File: config.mk
export PLATFORM = sky130hd
export DESIGN_NAME = rca_seq_adder
export DESIGN_NICKNAME = d
export VERILOG_FILES = /design/src/rtl/rca_seq_adder_pkg.sv /design/src/rtl/rca_seq_adder_rca.sv /design/src/rtl/rca_seq_adder.sv
export SDC_FILE = /design/constraint.sdc
export NUM_CORES = 1
export LEC_CHECK = 0
export ABC_AREA = 0
export BUFFER_PORTS_ARGS = -buffer_cell sky130_fd_sc_hd__buf_2
export CORE_MARGIN = 2
export CORE_UTILIZATION = 25
export CTS_CLUSTER_SIZE = 16
export DETAILED_ROUTE_END_ITERATION = 7
export GPL_TIMING_DRIVEN = 0
export PLACE_DENSITY = 0.47
export SYNTH_ARGS = -nofsm -noshare
export SYNTH_HDL_FRONTEND = slang
export SYNTH_SLANG_ARGS = --single-unit
File: constraint.sdc
create_clock -name clk -period 3.1 [get_ports clk]
set_input_delay 0.465 -clock clk [delete_from_list [all_inputs] [get_ports clk]]
set_output_delay 0.465 -clock clk [all_outputs]
set_load 0.03 [all_outputs]
File: src/rtl/rca_seq_adder_pkg.sv
// rca_seq_adder_pkg: slice width, controller state encodings and index sizing for rca_seq_adder
package rca_seq_adder_pkg;
    localparam int SLICE_W = 4;
    localparam logic [1:0] ST_IDLE = 2'd0;
    localparam logic [1:0] ST_RUN  = 2'd1;
    localparam logic [1:0] ST_DONE = 2'd2;
    function automatic int idx_width(input int n);
        return (n > 1) ? $clog2(n) : 1;
    endfunction
endpackage

File: src/rtl/rca_seq_adder_rca.sv
// rca_seq_adder_rca: 4-bit ripple-carry slice shared by every chunk of the wide add
module rca_seq_adder_rca
    import rca_seq_adder_pkg::*;
(
    output logic               Cout,
    output logic [SLICE_W-1:0] S,
    input  logic [SLICE_W-1:0] A,
    input  logic [SLICE_W-1:0] B,
    input  logic               Cin
);
    logic [SLICE_W:0] c;
    assign c[0] = Cin;
    for (genvar i = 0; i < SLICE_W; i++) begin : g_fa
        assign S[i]   = A[i] ^ B[i] ^ c[i];
        assign c[i+1] = (A[i] & B[i]) | (c[i] & (A[i] ^ B[i]));
    end
    assign Cout = c[SLICE_W];
endmodule

File: src/rtl/rca_seq_adder.sv
// rca_seq_adder: multi-cycle WIDTH-bit add/sub, one 4-bit chunk per clock through a single slice
module rca_seq_adder
    import rca_seq_adder_pkg::*;
#(
    parameter int WIDTH = 16
) (
    input  logic             clk,
    input  logic             rst_n,
    input  logic             start,
    input  logic             sub,
    input  logic [WIDTH-1:0] a,
    input  logic [WIDTH-1:0] b,
    input  logic             cin,
    output logic             busy,
    output logic             done,
    output logic [WIDTH-1:0] sum,
    output logic             cout,
    output logic             ovf
);
    localparam int CHUNKS = WIDTH / SLICE_W;
    localparam int IW     = idx_width(CHUNKS);

    logic [1:0]         state_q, state_d;
    logic [IW-1:0]      idx_q, idx_d;
    logic [WIDTH-1:0]   a_q, a_d, b_q, b_d, sum_q, sum_d;
    logic               carry_q, carry_d, cout_q, cout_d, ovf_q, ovf_d, done_q, done_d;
    logic [SLICE_W-1:0] s;
    logic               c, last;

    rca_seq_adder_rca u_rca (
        .Cout (c),
        .S    (s),
        .A    (a_q[idx_q*SLICE_W +: SLICE_W]),
        .B    (b_q[idx_q*SLICE_W +: SLICE_W]),
        .Cin  (carry_q)
    );

    assign last = (idx_q == IW'(CHUNKS - 1));

    // b is stored pre-inverted so subtraction is a + ~b + 1 through the same slice
    always_comb begin
        state_d = state_q;
        idx_d   = idx_q;
        a_d     = a_q;
        b_d     = b_q;
        carry_d = carry_q;
        sum_d   = sum_q;
        cout_d  = cout_q;
        ovf_d   = ovf_q;
        done_d  = 1'b0;
        if (state_q == ST_IDLE && start) begin
            a_d     = a;
            b_d     = sub ? ~b : b;
            carry_d = sub ? 1'b1 : cin;
            idx_d   = '0;
            state_d = ST_RUN;
        end else if (state_q == ST_RUN) begin
            sum_d[idx_q*SLICE_W +: SLICE_W] = s;
            carry_d = c;
            idx_d   = last ? '0 : idx_q + 1'b1;
            if (last) begin
                cout_d  = c;
                ovf_d   = (a_q[WIDTH-1] == b_q[WIDTH-1]) && (s[SLICE_W-1] != a_q[WIDTH-1]);
                done_d  = 1'b1;
                state_d = ST_DONE;
            end
        end else if (state_q != ST_IDLE) begin
            state_d = ST_IDLE;
        end
    end

    always_ff @(posedge clk or negedge rst_n) begin
        if (!rst_n) begin
            state_q <= ST_IDLE;
            idx_q   <= '0;
            a_q     <= '0;
            b_q     <= '0;
            carry_q <= 1'b0;
            sum_q   <= '0;
            cout_q  <= 1'b0;
            ovf_q   <= 1'b0;
            done_q  <= 1'b0;
        end else begin
            state_q <= state_d;
            idx_q   <= idx_d;
            a_q     <= a_d;
            b_q     <= b_d;
            carry_q <= carry_d;
            sum_q   <= sum_d;
            cout_q  <= cout_d;
            ovf_q   <= ovf_d;
            done_q  <= done_d;
        end
    end

    assign busy = (state_q != ST_IDLE);
    assign done = done_q;
    assign sum  = sum_q;
    assign cout = cout_q;
    assign ovf  = ovf_q;
endmodule

Word level (Yosys, flattened, before mapping). Index checks and enable logic that the tools add are counted.

Bits in registers: 56.

Bitwise logic cells: 22. Reduce and logical (&&, ||, !) cells: 9. Add/sub/neg operators: 2. Multiplexer cells: 15. Equality and inequality tests: 5. Shifts and indexed selects: 4.

Operators by type and width (number): 4-bit negation with 34-bit output (1); 4-bit by 34-bit variable shift with 16-bit output, first input constant (1); 4-bit by 34-bit variable part select with 16-bit output (1); 16-bit by 5-bit variable part select with 4-bit output (2); 16-bit bitwise mux (1); 16-bit 2-to-1 mux (1); 16-bit NOT (1); 2-bit 2-to-1 mux (7); 1-bit bitwise AND (8); 1-bit XOR (8); 1-bit 2-to-1 mux (6); 1-bit OR (4); 2-bit AND reduction (2); 2-bit nonzero test (2); 3-bit != test, second input constant (1); 3-bit AND reduction (1); 3-bit nonzero test (1); 2-bit by 1-bit adder with 2-bit output, second input constant (1); 2-bit by 1-bit equality test with 1-bit output, second input constant (1); 2-bit equality test, second input constant (1); 1-bit logical AND (2); 2-bit logical NOT (1); 1-bit equality test (1); 1-bit != test (1); 1-bit NOT (1).

Depth between registers and ports, before layout. Gate-level depths: netlist (run 1).

Word-level depth: 12. Mapped depth: 13. Mapped depth without buffers: 12.

Modules after synthesis. Synthesis (run 1) repeated with hierarchy kept, for this count alone.

Cells, all modules: 259. Area total of the unflattened synthesis: 2842.7 sq um.

Modules (own cells, without submodules): rca_seq_adder (instances 1, cells each 245, area an instance 2725.1 sq um); rca_seq_adder_rca (instances 1, cells each 14, area an instance 117.6 sq um).

Worst setup path before layout (run 1). Ideal clock, no wire load.

Kind: register to register. From: register idx_q[0]. To: register ovf_q (netlist: ovf). Library setup time: 123 ps. Cell stages (with the launch flop): 14. Setup slack: 57 ps. Buffers on the path: 1. Arrival time: 2920 ps. Cell sequence: dfrtp_1 > buf_6 > mux4_2 > inv_1 > fa_1 > inv_1 > fa_1 > inv_1 > fa_1 > inv_1 > fa_1 > and3b_1 > a21oi_1 > a21oi_1.

Longest elaborated chain between the ends: 11.

RTL lines: from (decl) (RTL line rca_seq_adder.sv:24) `logic [IW-1:0] idx_q, idx_d;`; from (signal assigned) (RTL line rca_seq_adder.sv:85) `idx_q <= idx_d;`; 16-bit by 5-bit variable part select with 4-bit output, on equally long branches (RTL line rca_seq_adder.sv:33, rca_seq_adder.sv:34); 1-bit XOR (RTL line rca_seq_adder_rca.sv:15) `assign c[i+1] = (A[i] & B[i]) | (c[i] & (A[i] ^ B[i]));`; 1-bit bitwise AND (RTL line rca_seq_adder_rca.sv:15); 1-bit OR (RTL line rca_seq_adder_rca.sv:15); 1-bit bitwise AND (RTL line rca_seq_adder_rca.sv:15); 1-bit OR (RTL line rca_seq_adder_rca.sv:15); 1-bit bitwise AND (RTL line rca_seq_adder_rca.sv:15); 1-bit OR (RTL line rca_seq_adder_rca.sv:15); 1-bit XOR (RTL line rca_seq_adder_rca.sv:14) `assign S[i] = A[i] ^ B[i] ^ c[i];`; 1-bit != test (RTL line rca_seq_adder.sv:63) `ovf_d = (a_q[WIDTH-1] == b_q[WIDTH-1]) && (s[SLICE_W-1] != a_q[WIDTH-1]);`; 1-bit logical AND (RTL line rca_seq_adder.sv:63); to (signal assigned) (RTL line rca_seq_adder.sv:91) `ovf_q <= ovf_d;`; to (decl) (RTL line rca_seq_adder.sv:26) `logic carry_q, carry_d, cout_q, cout_d, ovf_q, ovf_d, done_q, done_d;`.

Several ways; a longest one is shown, not always the timed one. A chain may end at the register's enable or synchronous reset.

Final worst setup path (run 1). Ends and elaborated chain as after synthesis.

==> results of run 1 <==
==> worst max-delay path: stages, from the launching register on <==
cell and delay (ns):
dfrtp_2 0.42, buf_6 0.12, mux4_2 0.50, inv_2 0.09, fa_2 0.19, inv_2 0.04, fa_2 0.32, inv_2 0.06
fa_2 0.19, inv_2 0.04, fa_2 0.57, and3b_1 0.20, a21oi_2 0.12, a21oi_1 0.08
==> final timing paths <==
| kind | cells past startpoint | start | slack [ns] | endpoint |
|---|---|---|---|---|
| worst max-delay path | 13 | idx_q[0] | 0.08 | ovf |
| worst min-delay path | 1 | rst_n | 0.20 | a_q[4] |
| worst max register to register | 13 | idx_q[0] | 0.08 | ovf |
| worst min register to register | 2 | sum[11] | 0.48 | sum[11] |
| max in group asynchronous | 1 | rst_n | 2.36 | idx_q[0] |
| min in group clk | 2 | a[13] | 0.37 | a_q[13] |
==> layer usage <==
layer	vias up	share of wire, %
li1	903	-
met3	2	5.6
met1	885	46
met4	0	0.51
met2	43	47
met5	-	0
==> sequential cells by signal, indices dropped and copies added (netlist names) <==
name,cells
b_q,16
a_q,16
ovf,1
done,1
sum,16
state_q,2
carry_q,1
cout,1
idx_q,2
==> metrics by stage <==
step	setup TNS [ns]	power (mW)
after floorplan	0	2.807
after global placement	-1.648	3.427
after detailed placement	-1.946	3.457
after CTS	0	4.072
after global routing	-0.01128	4.493
final	0	4.124
==> cell usage in the layout, fill, tap and decap left out, drive strengths merged, types with 2 or more instances in the layout <==
master  count
buf        71
nand2      18
clkbuf      6
nor2       17
nand3b      4
o21ai       3
o31ai       8
ha          6
nand2b      4
and2        2
o41ai       6
clkinv      2
mux4        8
a21oi      19
inv        10
xnor2      16
dfrtp      56
a22o        2
fa          4
mux2       17
==> report_power, final <==
part	switching, mW	internal (mW)	leakage, nW
logic	1.30	1.07	0.810
registers	0.188	1.07	0.678
clock network	0.249	0.244	0.0583
==> logic make-up after synthesis <==
kind of cell               after synthesis  share of synthesized area, %
DFF                                     56                         50.61
and+or+nand+nor                         52                         10.26
AOI/OAI and AO/OA                       40                         9.399
muxes                                   25                         14.78
buffers and inverters                   21                         4.293
xor gates and xnor gates                16                         5.061
adders and majority gates               10                         5.603
==> area by class of cell <==
| type | instances | share of cell area [%] |
|---|---|---|
| Timing Repair Buffer | 61 | 9.564 |
| Buffer | 11 | 2.748 |
| Clock inverter | 3 | 1.392 |
| Sequential cell | 56 | 41.08 |
| Tap cell | 140 | 5.130 |
| Clock buffer | 5 | 2.015 |
| Multi-Input combinational cell | 143 | 36.97 |
| Inverter | 10 | 1.099 |
==> repair_timing <==
item,CTS,global route
pin swaps,1,4
gates resized for setup,10,6
setup buffers,4,2
endpoints found under the setup margin,10,3
==> impl_metrics.tcl, run 1 <==
set metrics [dict create \
    status "complete, no violations" \
    worst_ep_arrival_time_ns 3.23 \
    start_util_pct 25.54 \
    cts_hold_buffers 0 \
    ant_nets 0 \
    met2_usage_pct 18.15 \
    yosysSeqAreaShare_pct 50.61 \
    totalWireLength_um 6408 \
    path_class "flip-flop to flip-flop" \
    setup_viol 0 \
    critPathMaxFanout 4 \
    drive_gt1_share_pct 40.83 \
    antenna_found_initial 0 \
    grt_usage_pct 11.53 \
    synth.top_cell.area_share_pct 50.61 \
    rsz0062_at_grt "yes" \
    worst_ep_required_time_ns 3.30 \
    cts_max_level 2 \
    die_height_um 109.2 \
    synth_area_um2 2769 \
    yosys_warnings 0 \
    syn_area_per_cell_um2 12.59 \
    fin_nets 335 \
    core_um2 10840 \
    dpl.hpwl_um 4532 \
    clock-sinks 56 \
    cp-end-kind "flip-flop" \
    multiInputGateArea_um2 1262 \
    yosysMostFrequentCell "dfrtp_1" \
    slew_viol_final 0 \
    worstMarginPinSlew_ns 0.7339 \
    cts_tree "built" \
    place_congestion 0.7224 \
    antenna_cells 0 \
    grt_overflow 0 \
    final-instance-count-excl-fill 429 \
    max_slew_margin_pct 51.08 \
    port_buffers 55 \
    max_freq_ghz 0.3309 \
    synth_top_cells_by_area "dfrtp_1 (51%), mux4_2 (6.5%), mux2_4 (5.4%)" \
    syn2layout_area_growth_pct 23.32 \
    timing.final.crit_share_pct 97.49 \
    routed_via_density 4.273 \
    cts_buffers 5 \
    grt_pass1_wl_um 10390 \
    dp_slack_ns -0.4561 \
    clk_pin_slew_ns 0.11 \
    worst_clock_skew_ns 0.008064 \
    synthArstFlopShare_pct 100.0 \
    met3_usage_pct 2.750 \
    min_path_type "input port to asynchronous set/reset pin" \
    rows 38 \
    first_pass_iters 6 \
    drtIter0Drc 72 \
    vias 1833 \
    grt_start_max_net_pins 57 \
    yosysTopAreaCell "dfrtp_1" \
    final_cell_area_um2 3415 \
    drc 0 \
    ir_drop_v 0.0004864 \
    cap_violations 0 \
    holdWs_ns 0.1950 \
    dieArea_um2 11930 \
    synth_edf_count 0 \
    grt_pass1_vias 1897 \
    syn-num-nets 267 \
    cellLeakagePower_nw 1.547 \
    dp_cells 415 \
    ff_latch_area_um2 1403 \
    synth_ff_type "dfrtp_1" \
    n_fill_cell 1114 \
    met1_usage_pct 16.18 \
    io_pins 57 \
    root_buffer "clkbuf_8" \
    placed_area_um2 3219 \
    clk_latency_ns 0.31 \
    busiest_layer "met2" \
    yosys-top-cells-count "dfrtp_1 (56), a21oi_1 (19), nand2_1 (18)" \
    fin_util_pct 31.50 \
    cts_buffer_depth 2 \
    die_w_um 109.2 \
    synthCells 220 \
    critPathLaunchType "flip-flop" \
    synth.distinct_cells 36 \
    fin_ws_ns 0.07766 \
    wl_per_cell_um 14.94 \
    hold_viol_final 0 \
    finalCriticalPeriod_ns 3.022 \
    synth_seq_cells 56 \
    powerDensity_nw_per_um2 1208 \
]
Note: power is estimated with default switching activity, not from simulation.
==> inputs of run 2 (changes only) <==
--- a/config.mk
+++ b/config.mk
@@ -5,7 +5,7 @@
 export SDC_FILE = /design/constraint.sdc
 export NUM_CORES = 1
 export LEC_CHECK = 0
-export ABC_AREA = 0
+export ABC_AREA = 1
 export BUFFER_PORTS_ARGS = -buffer_cell sky130_fd_sc_hd__buf_2
 export CORE_MARGIN = 2
 export CORE_UTILIZATION = 25
==> run 2 against run 1 <==
Compared with the run above: synthesized area is 5.0% higher; clock skew barely moved; die area grew 4.8%; clock-buffer cell count did not move; worst setup slack better by 0.15 ns; global-route usage grew 0.32 points; critical endpoint unchanged; total power decreased by 1.8%; cell count increased by 35%; cell area rose by 5.8%.
==> impl_metrics.tcl, run 2 <==
set metrics [dict create \
    seq_power_share_pct 30.3 \
    finalCriticalPeriod_ns 2.868 \
    power.net_switching_mw 1.826 \
    met2_usage_pct 20.28 \
    cts_buffer_depth 2 \
    clk_pin_slew_ns 0.07 \
    slew_viol_final 0 \
    cp-end-kind "flip-flop" \
    worst_ep_required_time_ns 3.28 \
    critPathLaunchType "flip-flop" \
    antenna_cells 0 \
    dieArea_um2 12510 \
    synth_area_um2 2908 \
    start_util_pct 25.57 \
    root_buffer "clkbuf_16" \
    mostFrequentLayoutCell "nand2_1" \
    fin_util_pct 31.77 \
    worst_clock_skew_ns 0.008266 \
    slowest_delay_ns 0.58 \
    synth_top_cells_by_area "dfrtp_1 (48%), nand2_1 (23%), xor2_1 (4.8%)" \
    port_buffers 55 \
    cap_violations 0 \
    cts_max_level 2 \
    min_path_type "input port to asynchronous set/reset pin" \
    synthCells 367 \
    first_pass_iters 4 \
    r2r_cells 17 \
    yosysSeqAreaShare_pct 48.19 \
    grt_usage_pct 11.85 \
    syn-num-nets 414 \
    rsz0062_at_grt "no" \
    worstMarginPinSlew_ns 0.7248 \
    n_fill_cell 1246 \
    placed_area_um2 3362 \
    ant_nets 0 \
    busiest_layer "met2" \
    yosys-top-cells-count "nand2_1 (178), dfrtp_1 (56), inv_1 (26)" \
    yosys_warnings 0 \
    max_freq_ghz 0.3487 \
    drc 0 \
    syn2layout_area_growth_pct 24.23 \
    comb_power_share_pct 54.4 \
    final_cell_area_um2 3612 \
    fin_nets 484 \
    drive_gt1_share_pct 21.33 \
    cts_buffers 5 \
    grt_pass1_wl_um 11960 \
    internal_power_mw 2.224 \
    place_congestion 0.7552 \
    synthArstFlopShare_pct 100.0 \
    setup_viol 0 \
    grt_start_max_net_pins 57 \
    yosysMostFrequentCell "nand2_1" \
    wl_per_cell_um 12.33 \
    timing.final.crit_share_pct 92.50 \
    ir_drop_v 0.0004536 \
    worst_ep_arrival_time_ns 3.05 \
    core_um2 11370 \
    hold_viol_final 0 \
    vias 2404 \
    die_height_um 111.8 \
    syn_area_per_cell_um2 7.923 \
    met1_usage_pct 15.69 \
    synth.distinct_cells 17 \
    grt_pass1_vias 2500 \
    cts_tree "built" \
    yosysTopAreaCell "dfrtp_1" \
    path_class "flip-flop to flip-flop" \
    power_frac_clock_pct 15.3 \
    rows 39 \
    synth_ff_type "dfrtp_1" \
    power_mw 4.051 \
    swShare_pct 45.08 \
    synth_edf_count 0 \
    critPathMaxFanout 12 \
    clk_latency_ns 0.29 \
    routed_via_density 4.152 \
    met3_usage_pct 2.286 \
    status "complete, no violations" \
    grt_overflow 0 \
    drtIter0Drc 173 \
    clock-sinks 56 \
    crit_path_top_delay_cell "fa_2" \
    totalWireLength_um 7138 \
    dp_cells 565 \
    holdWs_ns 0.2299 \
    max_slew_margin_pct 51.68 \
    synth.top_cell.area_share_pct 48.19 \
    dpl.hpwl_um 5218 \
    layout_common_cells "nand2_1 (178), buf_2 (56), dfrtp_1 (55)" \
    cellLeakagePower_nw 2.004 \
    io_pins 57 \
    r2r_slack_ns 0.23 \
    final-instance-count-excl-fill 579 \
    synth_seq_cells 56 \
    crit_chain "buf_6, inv_1, buf_4, nand3_1, nand2_1, fa_1, inv_1, fa_1, inv_1, fa_2, inv_2, fa_2, inv_1, nand3_1, nand2_1, nand2_1, nand2_1" \
    die_w_um 111.8 \
    antenna_found_initial 0 \
    powerDensity_nw_per_um2 1121 \
]
[run 2: timing repair]
action / CTS / global route
hold buffers: 0 / 0
buffers inserted: 3 / 6
pin swaps: 0 / 1
cloned: 0 / 0
endpoints found under the setup margin: 5 / 5
gates resized for setup: 9 / 6
[run 2: area by class of cell]
cell class	count	area (µm²)	share of cell area, %
Buffer	14	122.6	3.395
Clock inverter	1	30.03	0.8313
Sequential cell	56	1403	38.83
Inverter	27	103.9	2.875
Clock buffer	5	125.1	3.464
Tap cell	143	178.9	4.953
Multi-Input combinational cell	269	1306	36.16
Timing Repair Buffer	64	342.8	9.491
[run 2: kinds of logic after synthesis]
| kind of cell | Yosys count | synth area share [%] |
|---|---|---|
| adders and majority gates | 10 | 5.336 |
| and+or+nand+nor | 226 | 31.15 |
| DFF | 56 | 48.19 |
| xor gates and xnor gates | 16 | 4.819 |
| buffers and inverters | 42 | 7.057 |
| AOI/OAI and AO/OA | 17 | 3.442 |
[run 2: power groups by stage]
stage	registers, mW	logic, mW	clock network [mW]
after floorplan	1.33	1.37	0
after global placement	1.23	2.06	0
after detailed placement	1.23	2.08	0
after CTS	1.24	2.15	0.636
after global routing	1.26	2.52	0.665
final	1.23	2.20	0.620
[run 2: routing by layer]
layer  up-vias  share of wire (%)
met1      1100                 47
li1       1262                  -
met4         0               0.70
met2        37                 49
met5         -                  0
met3         5                3.3
[run 2: critical path, delay by kind of cell, from the launching register on]
family / cells / cell delay, ns
DFF: 1 / 0.40
and+or+nand+nor: 6 / 0.44
adders and majority gates: 4 / 1.31
buffers and inverters: 7 / 0.61
[run 2: final timing paths]
path                           from  endpoint
setup / recovery           idx_q[1]       ovf
hold / removal                rst_n    sum[8]
setup reg to reg           idx_q[1]       ovf
hold reg to reg              sum[2]    sum[2]
max in group asynchronous     rst_n  idx_q[0]
min in group clk              a[14]   a_q[14]
[run 2: metrics by stage]
stage	TNS (ns)	setup WS, ns
after CTS	0	0.05616
after global routing	0	0.03183
after detailed placement	-0.5224	-0.1415
after global placement	-0.4077	-0.1188
final	0	0.2325
after floorplan	0	0.2475
